## src/rtl/prism_aux_fabric.sv

```systemverilog
// prism_aux_fabric: support fabric for the PRISM FSM peripheral.
//
// Holds NCNT counters (down-to-zero or up-to-preload, optional auto-reload), a
// SHIFT_W-bit serial shifter with completion detect, an output latch with a per-bit
// bypass mask and a maskable interrupt controller. FSM strobes drive the counters,
// shifter and latch. fsm_stat feeds counter/shifter status back to the FSM.
//
// Ports:
//   clk, rst_n           clock, asynchronous active-low reset
//   address, data_in     bus register address / write data
//   data_write_n         2'b10 = 32-bit write, anything else does not write
//   data_read_n          unused (reads are combinational)
//   data_out, data_ready read data (unmapped = 0), always ready
//   fsm_enable           gates counter loads
//   fsm_halt             freezes every strobe-driven action
//   fsm_ctl              {latch, shift, {load_k, step_k} per counter}
//   fsm_stat             {shift_bit, done_k per counter}
//   comm_in              serial input candidates selected by CTRL.comm_sel
//   out_src, pin_out     live FSM outputs and the latched/bypassed pin outputs
//   irq                  OR of enabled pending interrupt bits
module prism_aux_fabric #(
    parameter int unsigned NCNT    = 2,
    parameter int unsigned CNT_W   = 24,
    parameter int unsigned SHIFT_W = 8,
    parameter int unsigned LATCH_W = 4
) (
    input  logic                clk,
    input  logic                rst_n,
    input  logic [5:0]          address,
    input  logic [31:0]         data_in,
    input  logic [1:0]          data_write_n,
    input  logic [1:0]          data_read_n,
    output logic [31:0]         data_out,
    output logic                data_ready,
    input  logic                fsm_enable,
    input  logic                fsm_halt,
    input  logic [2*NCNT+1:0]   fsm_ctl,
    output logic [NCNT:0]       fsm_stat,
    input  logic [3:0]          comm_in,
    input  logic [LATCH_W-1:0]  out_src,
    output logic [LATCH_W-1:0]  pin_out,
    output logic                irq
);

    localparam int unsigned NIRQ = NCNT + 2;
    localparam int unsigned BCW  = $clog2(SHIFT_W + 1);

    localparam logic [5:0] ADDR_CTRL     = 6'h00;
    localparam logic [5:0] ADDR_IRQ_STAT = 6'h04;
    localparam logic [5:0] ADDR_IRQ_EN   = 6'h08;
    localparam logic [5:0] ADDR_SHIFT    = 6'h0C;

    // Only implemented CTRL bits are stored, so unused bits read back as 0.
    localparam logic [31:0] CTRL_MASK = 32'h0000_0007
                                      | (((32'd1 << LATCH_W) - 32'd1) << 8)
                                      | (((32'd1 << NCNT) - 32'd1) << 16)
                                      | (((32'd1 << NCNT) - 32'd1) << 20);

    function automatic logic [5:0] cnt_addr(input int unsigned k);
        return 6'(32'd16 + 32'd4 * k);
    endfunction

    logic [31:0]                     ctrl_q, ctrl_d;
    logic [NIRQ-1:0]                 irq_stat_q, irq_stat_d;
    logic [NIRQ-1:0]                 irq_en_q, irq_en_d;
    logic [SHIFT_W-1:0]              shreg_q, shreg_d;
    logic [BCW-1:0]                  bitcnt_q, bitcnt_d;
    logic [LATCH_W-1:0]              latch_q, latch_d;
    logic                            halt_r_q;
    logic [NCNT-1:0][CNT_W-1:0]      count_q, count_d;
    logic [NCNT-1:0][CNT_W-1:0]      preload_q, preload_d;
    logic [NCNT-1:0][CNT_W-1:0]      count_inc;

    logic                            we;
    logic                            shift_dir;
    logic [1:0]                      comm_sel;
    logic [LATCH_W-1:0]              latch_mask;
    logic [NCNT-1:0]                 up_mode;
    logic [NCNT-1:0]                 autoreload;
    logic                            shift_in;
    logic                            shift_evt;
    logic [NCNT-1:0]                 cnt_evt;
    logic [NIRQ-1:0]                 irq_set, irq_clr;

    logic unused_read_n;
    assign unused_read_n = ^data_read_n;

    assign we         = (data_write_n == 2'b10);
    assign shift_dir  = ctrl_q[0];
    assign comm_sel   = ctrl_q[2:1];
    assign latch_mask = ctrl_q[8 +: LATCH_W];
    assign up_mode    = ctrl_q[16 +: NCNT];
    assign autoreload = ctrl_q[20 +: NCNT];
    assign shift_in   = comm_in[comm_sel];
    assign data_ready = 1'b1;

    // Simple bus-written registers
    always_comb begin
        ctrl_d   = ctrl_q;
        irq_en_d = irq_en_q;
        if (we && address == ADDR_CTRL)   ctrl_d   = data_in & CTRL_MASK;
        if (we && address == ADDR_IRQ_EN) irq_en_d = data_in[NIRQ-1:0];
    end

    always_comb begin
        for (int k = 0; k < NCNT; k++) begin
            count_inc[k] = count_q[k] + CNT_W'(1);
        end
    end

    // Counters: load and step together is a no-op; halt freezes everything.
    always_comb begin
        count_d   = count_q;
        preload_d = preload_q;
        cnt_evt   = '0;
        for (int k = 0; k < NCNT; k++) begin
            if (we && address == cnt_addr(k)) preload_d[k] = data_in[CNT_W-1:0];
            if (!fsm_halt && (fsm_ctl[2*k+1] ^ fsm_ctl[2*k])) begin
                if (fsm_ctl[2*k+1]) begin
                    if (fsm_enable) count_d[k] = up_mode[k] ? '0 : preload_q[k];
                end else if (up_mode[k]) begin
                    count_d[k] = count_inc[k];
                    if (count_inc[k] == preload_q[k]) begin
                        cnt_evt[k] = 1'b1;
                        if (autoreload[k]) count_d[k] = '0;
                    end
                end else if (count_q[k] != '0) begin
                    count_d[k] = count_q[k] - CNT_W'(1);
                    if (count_q[k] == CNT_W'(1)) cnt_evt[k] = 1'b1;
                end else if (autoreload[k]) begin
                    count_d[k] = preload_q[k];
                end
            end
        end
    end

    // Shifter: a bus write to SHIFT wins over a strobe in the same cycle.
    always_comb begin
        shreg_d   = shreg_q;
        bitcnt_d  = bitcnt_q;
        shift_evt = 1'b0;
        if (we && address == ADDR_SHIFT) begin
            shreg_d  = data_in[SHIFT_W-1:0];
            bitcnt_d = '0;
        end else if (!fsm_halt && fsm_ctl[2*NCNT]) begin
            shreg_d = shift_dir ? {shift_in, shreg_q[SHIFT_W-1:1]}
                                : {shreg_q[SHIFT_W-2:0], shift_in};
            if (bitcnt_q == BCW'(SHIFT_W - 1)) begin
                bitcnt_d  = '0;
                shift_evt = 1'b1;
            end else begin
                bitcnt_d = bitcnt_q + BCW'(1);
            end
        end
    end

    always_comb begin
        latch_d = latch_q;
        if (!fsm_halt && fsm_ctl[2*NCNT+1]) latch_d = out_src;
    end

    // Interrupts: a hardware set beats a write-1-to-clear of the same bit.
    always_comb begin
        irq_set             = '0;
        irq_set[0]          = fsm_halt & ~halt_r_q;
        irq_set[1]          = shift_evt;
        irq_set[NIRQ-1:2]   = cnt_evt;
        irq_clr             = (we && address == ADDR_IRQ_STAT) ? data_in[NIRQ-1:0] : '0;
        irq_stat_d          = (irq_stat_q & ~irq_clr) | irq_set;
    end

    always_ff @(posedge clk or negedge rst_n) begin
        if (!rst_n) begin
            ctrl_q     <= '0;
            irq_stat_q <= '0;
            irq_en_q   <= '0;
            shreg_q    <= '0;
            bitcnt_q   <= '0;
            latch_q    <= '0;
            halt_r_q   <= 1'b0;
            count_q    <= '0;
            preload_q  <= '0;
        end else begin
            ctrl_q     <= ctrl_d;
            irq_stat_q <= irq_stat_d;
            irq_en_q   <= irq_en_d;
            shreg_q    <= shreg_d;
            bitcnt_q   <= bitcnt_d;
            latch_q    <= latch_d;
            halt_r_q   <= fsm_halt;
            count_q    <= count_d;
            preload_q  <= preload_d;
        end
    end

    always_comb begin
        for (int k = 0; k < NCNT; k++) begin
            fsm_stat[k] = up_mode[k] ? (count_q[k] == preload_q[k]) : (count_q[k] == '0);
        end
        fsm_stat[NCNT] = shift_dir ? shreg_q[0] : shreg_q[SHIFT_W-1];
    end

    assign pin_out = (latch_q & latch_mask) | (out_src & ~latch_mask);
    assign irq     = |(irq_stat_q & irq_en_q);

    always_comb begin
        data_out = '0;
        case (address)
            ADDR_CTRL:     data_out = ctrl_q;
            ADDR_IRQ_STAT: data_out[NIRQ-1:0] = irq_stat_q;
            ADDR_IRQ_EN:   data_out[NIRQ-1:0] = irq_en_q;
            ADDR_SHIFT: begin
                data_out[SHIFT_W-1:0] = shreg_q;
                data_out[24 +: BCW]   = bitcnt_q;
            end
            default: ;
        endcase
        for (int k = 0; k < NCNT; k++) begin
            if (address == cnt_addr(k)) data_out[CNT_W-1:0] = count_q[k];
        end
    end

endmodule

```

## config.mk

```make
export PLATFORM = sky130hd
export DESIGN_NAME = prism_aux_fabric
export DESIGN_NICKNAME = d
export VERILOG_FILES = /design/src/rtl/prism_aux_fabric.sv
export SDC_FILE = /design/constraint.sdc
export NUM_CORES = 1
export LEC_CHECK = 0
export CAP_MARGIN = 30
export CORE_MARGIN = 2
export CORE_UTILIZATION = 57
export CTS_CLUSTER_SIZE = 10
export DETAILED_ROUTE_END_ITERATION = 12
export GPL_ROUTABILITY_DRIVEN = 0
export PLACE_DENSITY_LB_ADDON = 0.2
export SLEW_MARGIN = 20
export SYNTH_ARGS = -nofsm -noshare
export SYNTH_HDL_FRONTEND = slang
export SYNTH_SLANG_ARGS = --single-unit
```

## constraint.sdc

```tcl
create_clock -name clk -period 3.95 [get_ports clk]
set_clock_uncertainty 0.1 [all_clocks]
set_input_delay 0.5925 -clock clk [delete_from_list [all_inputs] [get_ports clk]]
set_output_delay 0.5925 -clock clk [all_outputs]
set_load 0.005 [all_outputs]
```

==> impl_metrics.yaml <==
drt:
  ant_nets: 0
  detail_route.vias_per_cell: 6.87
  via_count: 11445
  first_pass_iters: 6
  initialDrtViolationCount: 1698
  wl_per_cell_um: 22.4
  wirelength_um: 37300
  drcViolationCount: 0
setup_path:
  cp_top_family: "simple AND/OR/NAND/NOR gates"
  critPathRequiredTime_ns: 3.26
  worstSetupPathType: "register to output pin"
  cp-start-kind: "register"
  largest_stage_delay_on_the_critical_path_ns: 0.59
  worstPathMaxFanout: 15
  rr_startpoint: "count_q[1]"
  critPathCaptureType: "output pin"
  regToRegSetupSlack_ns: 0.17
  critical_path.cell_chain: "buf_4, or4_1, nor3_1, nand4_1, buf_4, o21ai_0, clkdlybuf4s50_1"
  cp.arrival_ns: 3.09
  worstReg2RegEnd: "count_q[13]"
  worst_path_max_delay_cell: "or4_1"
  critical_path_buf_inv_count: 3
  cpMostUsedCell: "buf_4"
  worst-r2r-cell-count: 9
clock_network:
  post_cts.resized_instances: 0
  post_cts_hold_buffer_count: 0
  post-cts-setup-buffer-count: 0
  clk_pin_slew_ns: 0.07
  number_of_clock_sinks: 132
  root_buffer: "clkbuf_16"
  tritoncts.num_buffers: 17
  ctsHtreeMaxLevel: 4
  clk_latency_ns: 0.43
  cts.path.max_buffers: 2
  tritoncts: "built"
global_route:
  grt_pass1_vias: 10648
  grt_overflow_total: 0
  grtUsageTotal_pct: 37.4
  grt_antenna_before_repair: 0
  grt_first_pass_wirelength_um: 58500
  pin_count_of_the_biggest_net_entering_global_routing: 81
power:
  power.leakage_uw: 0.00522
  ir_drop_v: 0.000321
  power-per-cell-area_nw_per_um2: 429
logic_synthesis:
  synth_area_um2: 10800
  seq_area_frac_synth_pct: 30.5
  ys_seq_elements: 132
  ys_types: 76
  yosys_warnings: 0
  share_of_flip_flops_with_an_asynchronous_set_or_reset_pct: 100
  ys.flop_type: "dfrtp_1"
  syn_avg_cell_area_um2: 8.08
  number_of_flops_mapped_to_enable_cells_by_yosys: 0
  post_synth_inst_count: 1339
sta:
  finalWorstPathRequiredPeriod_ns: 3.78
  clock.fmax_mhz: 264
  final_hold_viol_count: 0
  max_slew.worst_pin.slew_ns: 0.954
  post-route-worst-setup-slack_ns: 0.166
  setup_repair_after_global_routing_missed_its_margin: "no"
  setup_viol_count_final: 0
  min_period_over_period_pct: 95.8
  slew_headroom_pct: 36.1
  timing_max_transition_violations_final: 0
  timing.setup.tns_ns: 0
placed_design:
  dpl.hpwl_um: 27300
  postPlaceCellArea_um2: 12200
  dp_worst_setup_slack_ns: 0.302
  place.port_buffers: 85
  dp_cells: 1635
floorplanning:
  floorplan.die_area_um2: 20100
  initial_cell_density_of_the_core_pct: 58.0
  die_y_um: 142
  die_w_um: 142
  row_count: 50
  io-pin-count: 101
  core-area_um2: 18600
finish:
  final_area_um2: 12700
  finalNonFillerCells: 1666
  sequential_cell_area_um2: 3300
  area_delta_synth_final_pct: 17.9
  fill_cells: 1588
  drive_above_1_share_pct: 14.2
  multiInputGateArea_um2: 6920
  final_net_count: 1491
  insertedDiodeCount: 0
status:
  outcome: "completed"
worst_hold_path:
  timing.hold.worst.class: "input pin to async pin"
run:
  max-cap-violations: 0
kinds of logic (layout without fill, tap and decap cells):
family / count (synthesis) / in the layout / share of synthesized area [%]
buf+inv: 148 / 238 / 5.68
compound gates: 324 / 324 / 19.0
flops: 132 / 132 / 30.5
fa+ha+maj: 11 / 11 / 1.27
mux: 91 / 91 / 9.58
simple gates: 515 / 515 / 24.4
xor+xnor: 116 / 116 / 9.40
other cells: 2 / 5 / 0.0695
worst register-to-register path, stage by stage (launching register included):
cell,delay [ns]
dfrtp_1,0.54
ha_1,0.31
inv_1,0.11
or2_2,0.36
xnor2_1,0.18
nor4_1,0.42
or4bb_1,0.60
a2111oi_4,0.49
nor2_1,0.20
a221o_1,0.36
metal layers:
layer | track usage [%] | vias to the layer above | share of wire, %
met5 | 0 | - | 0
met4 | 15.9 | 0 | 4.7
met3 | 7.69 | 163 | 12
met2 | 58.7 | 823 | 44
met1 | 50.5 | 5404 | 40
li1 | - | 5055 | -
power by group:
part	internal, uW	total (uW)	leakage, uW	switching (uW)
sequential	1560	1900	0.00164	338
combinational	810	1990	0.00331	1180
clock	881	1570	0.000267	687
total	3260	5460	0.00522	2210
cell usage in the layout (no fill, tap or decap), types with 10 or more instances in the layout:
| cell type | instances |
|---|---|
| nand2_1 | 126 |
| xnor2_1 | 53 |
| o31ai_1 | 13 |
| nand3_1 | 54 |
| dfrtp_1 | 132 |
| mux2_2 | 60 |
| a22oi_1 | 16 |
| o21ai_0 | 92 |
| or3_1 | 15 |
| o211ai_1 | 11 |
| ha_1 | 11 |
| xor2_1 | 63 |
| nor4_1 | 31 |
| and3_1 | 27 |
| nor2b_1 | 10 |
| buf_4 | 90 |
| a31oi_1 | 19 |
| clkdlybuf4s50_1 | 84 |
| or4_1 | 11 |
| nand4_1 | 40 |
| nor2_1 | 91 |
| clkbuf_16 | 17 |
| a211oi_1 | 16 |
| a21oi_1 | 90 |
| inv_1 | 29 |
| mux2i_1 | 27 |
| nor3_1 | 54 |
metrics by stage:
step / utilization, % / hold slack (ns) / total power [uW]
after floorplan: - / 0.197 / 3110
after global placement: 65.3 / 0.305 / 3780
after detailed placement: 65.3 / 0.313 / 3820
after CTS: 68.3 / 0.137 / 5400
after global routing: 68.4 / 0.174 / 5710
final: 68.4 / 0.0955 / 5460
worst max path at each step:
stage,startpoint,to,slack [ns],cells past startpoint
4_1_cts,count_q[18],fsm_stat[0],0.18,6
5_1_grt,count_q[0],count_q[6],0.09,9
6_report,count_q[10],fsm_stat[0],0.17,7
2_1_floorplan,count_q[25],count_q[37],0.63,10
3_3_place_gp,count_q[1],count_q[6],0.34,9
3_5_place_dp,count_q[1],count_q[6],0.30,9
layout make-up:
type	instances	area share, %
repair buffers	176	12.1
clock buffers	17	3.34
well taps	234	2.30
inverters	31	0.913
flip-flops and latches	132	25.9
multi-input cells	1062	54.3
clock inverters	14	1.11
sequential cells by signal, indices dropped and copies added, names as in the netlist:
signal      cells
bitcnt_q        4
irq_en_q        4
latch_q         4
irq_stat_q      4
preload_q      48
halt_r_q        1
ctrl_q         11
shreg_q         8
count_q        48
cell usage after synthesis (all sizes together), types with 4 or more instances:
library cell | instances | area share, %
dfrtp | 132 | 31
nand2 | 126 | 4.4
o21ai | 92 | 4.3
nor2 | 91 | 3.2
a21oi | 90 | 4.2
clkbuf | 86 | 3.0
xor2 | 63 | 5.1
mux2 | 60 | 6.2
nor3 | 55 | 2.5
nand3 | 54 | 2.5
xnor2 | 53 | 4.3
nand4 | 41 | 2.4
nor4 | 33 | 2.1
buf | 31 | 1.6
inv | 29 | 1.0
and3 | 27 | 1.6
mux2i | 27 | 2.5
a31oi | 19 | 1.1
a211oi | 16 | 1.1
a22oi | 16 | 1.1
or3 | 15 | 0.87
o31ai | 13 | 0.90
ha | 11 | 1.3
o211ai | 11 | 0.76
or4 | 11 | 0.76
and2 | 10 | 0.58
nor2b | 10 | 0.58
nand2b | 9 | 0.52
and4 | 7 | 0.57
or2 | 7 | 0.41
a21o | 6 | 0.42
a221oi | 6 | 0.49
nand3b | 6 | 0.42
o221ai | 6 | 0.49
a221o | 5 | 0.46
a311oi | 4 | 0.32
mux4 | 4 | 0.83
nor4b | 4 | 0.32
o21bai | 4 | 0.28
o22ai | 4 | 0.23
(Power assumes the default switching activity.)
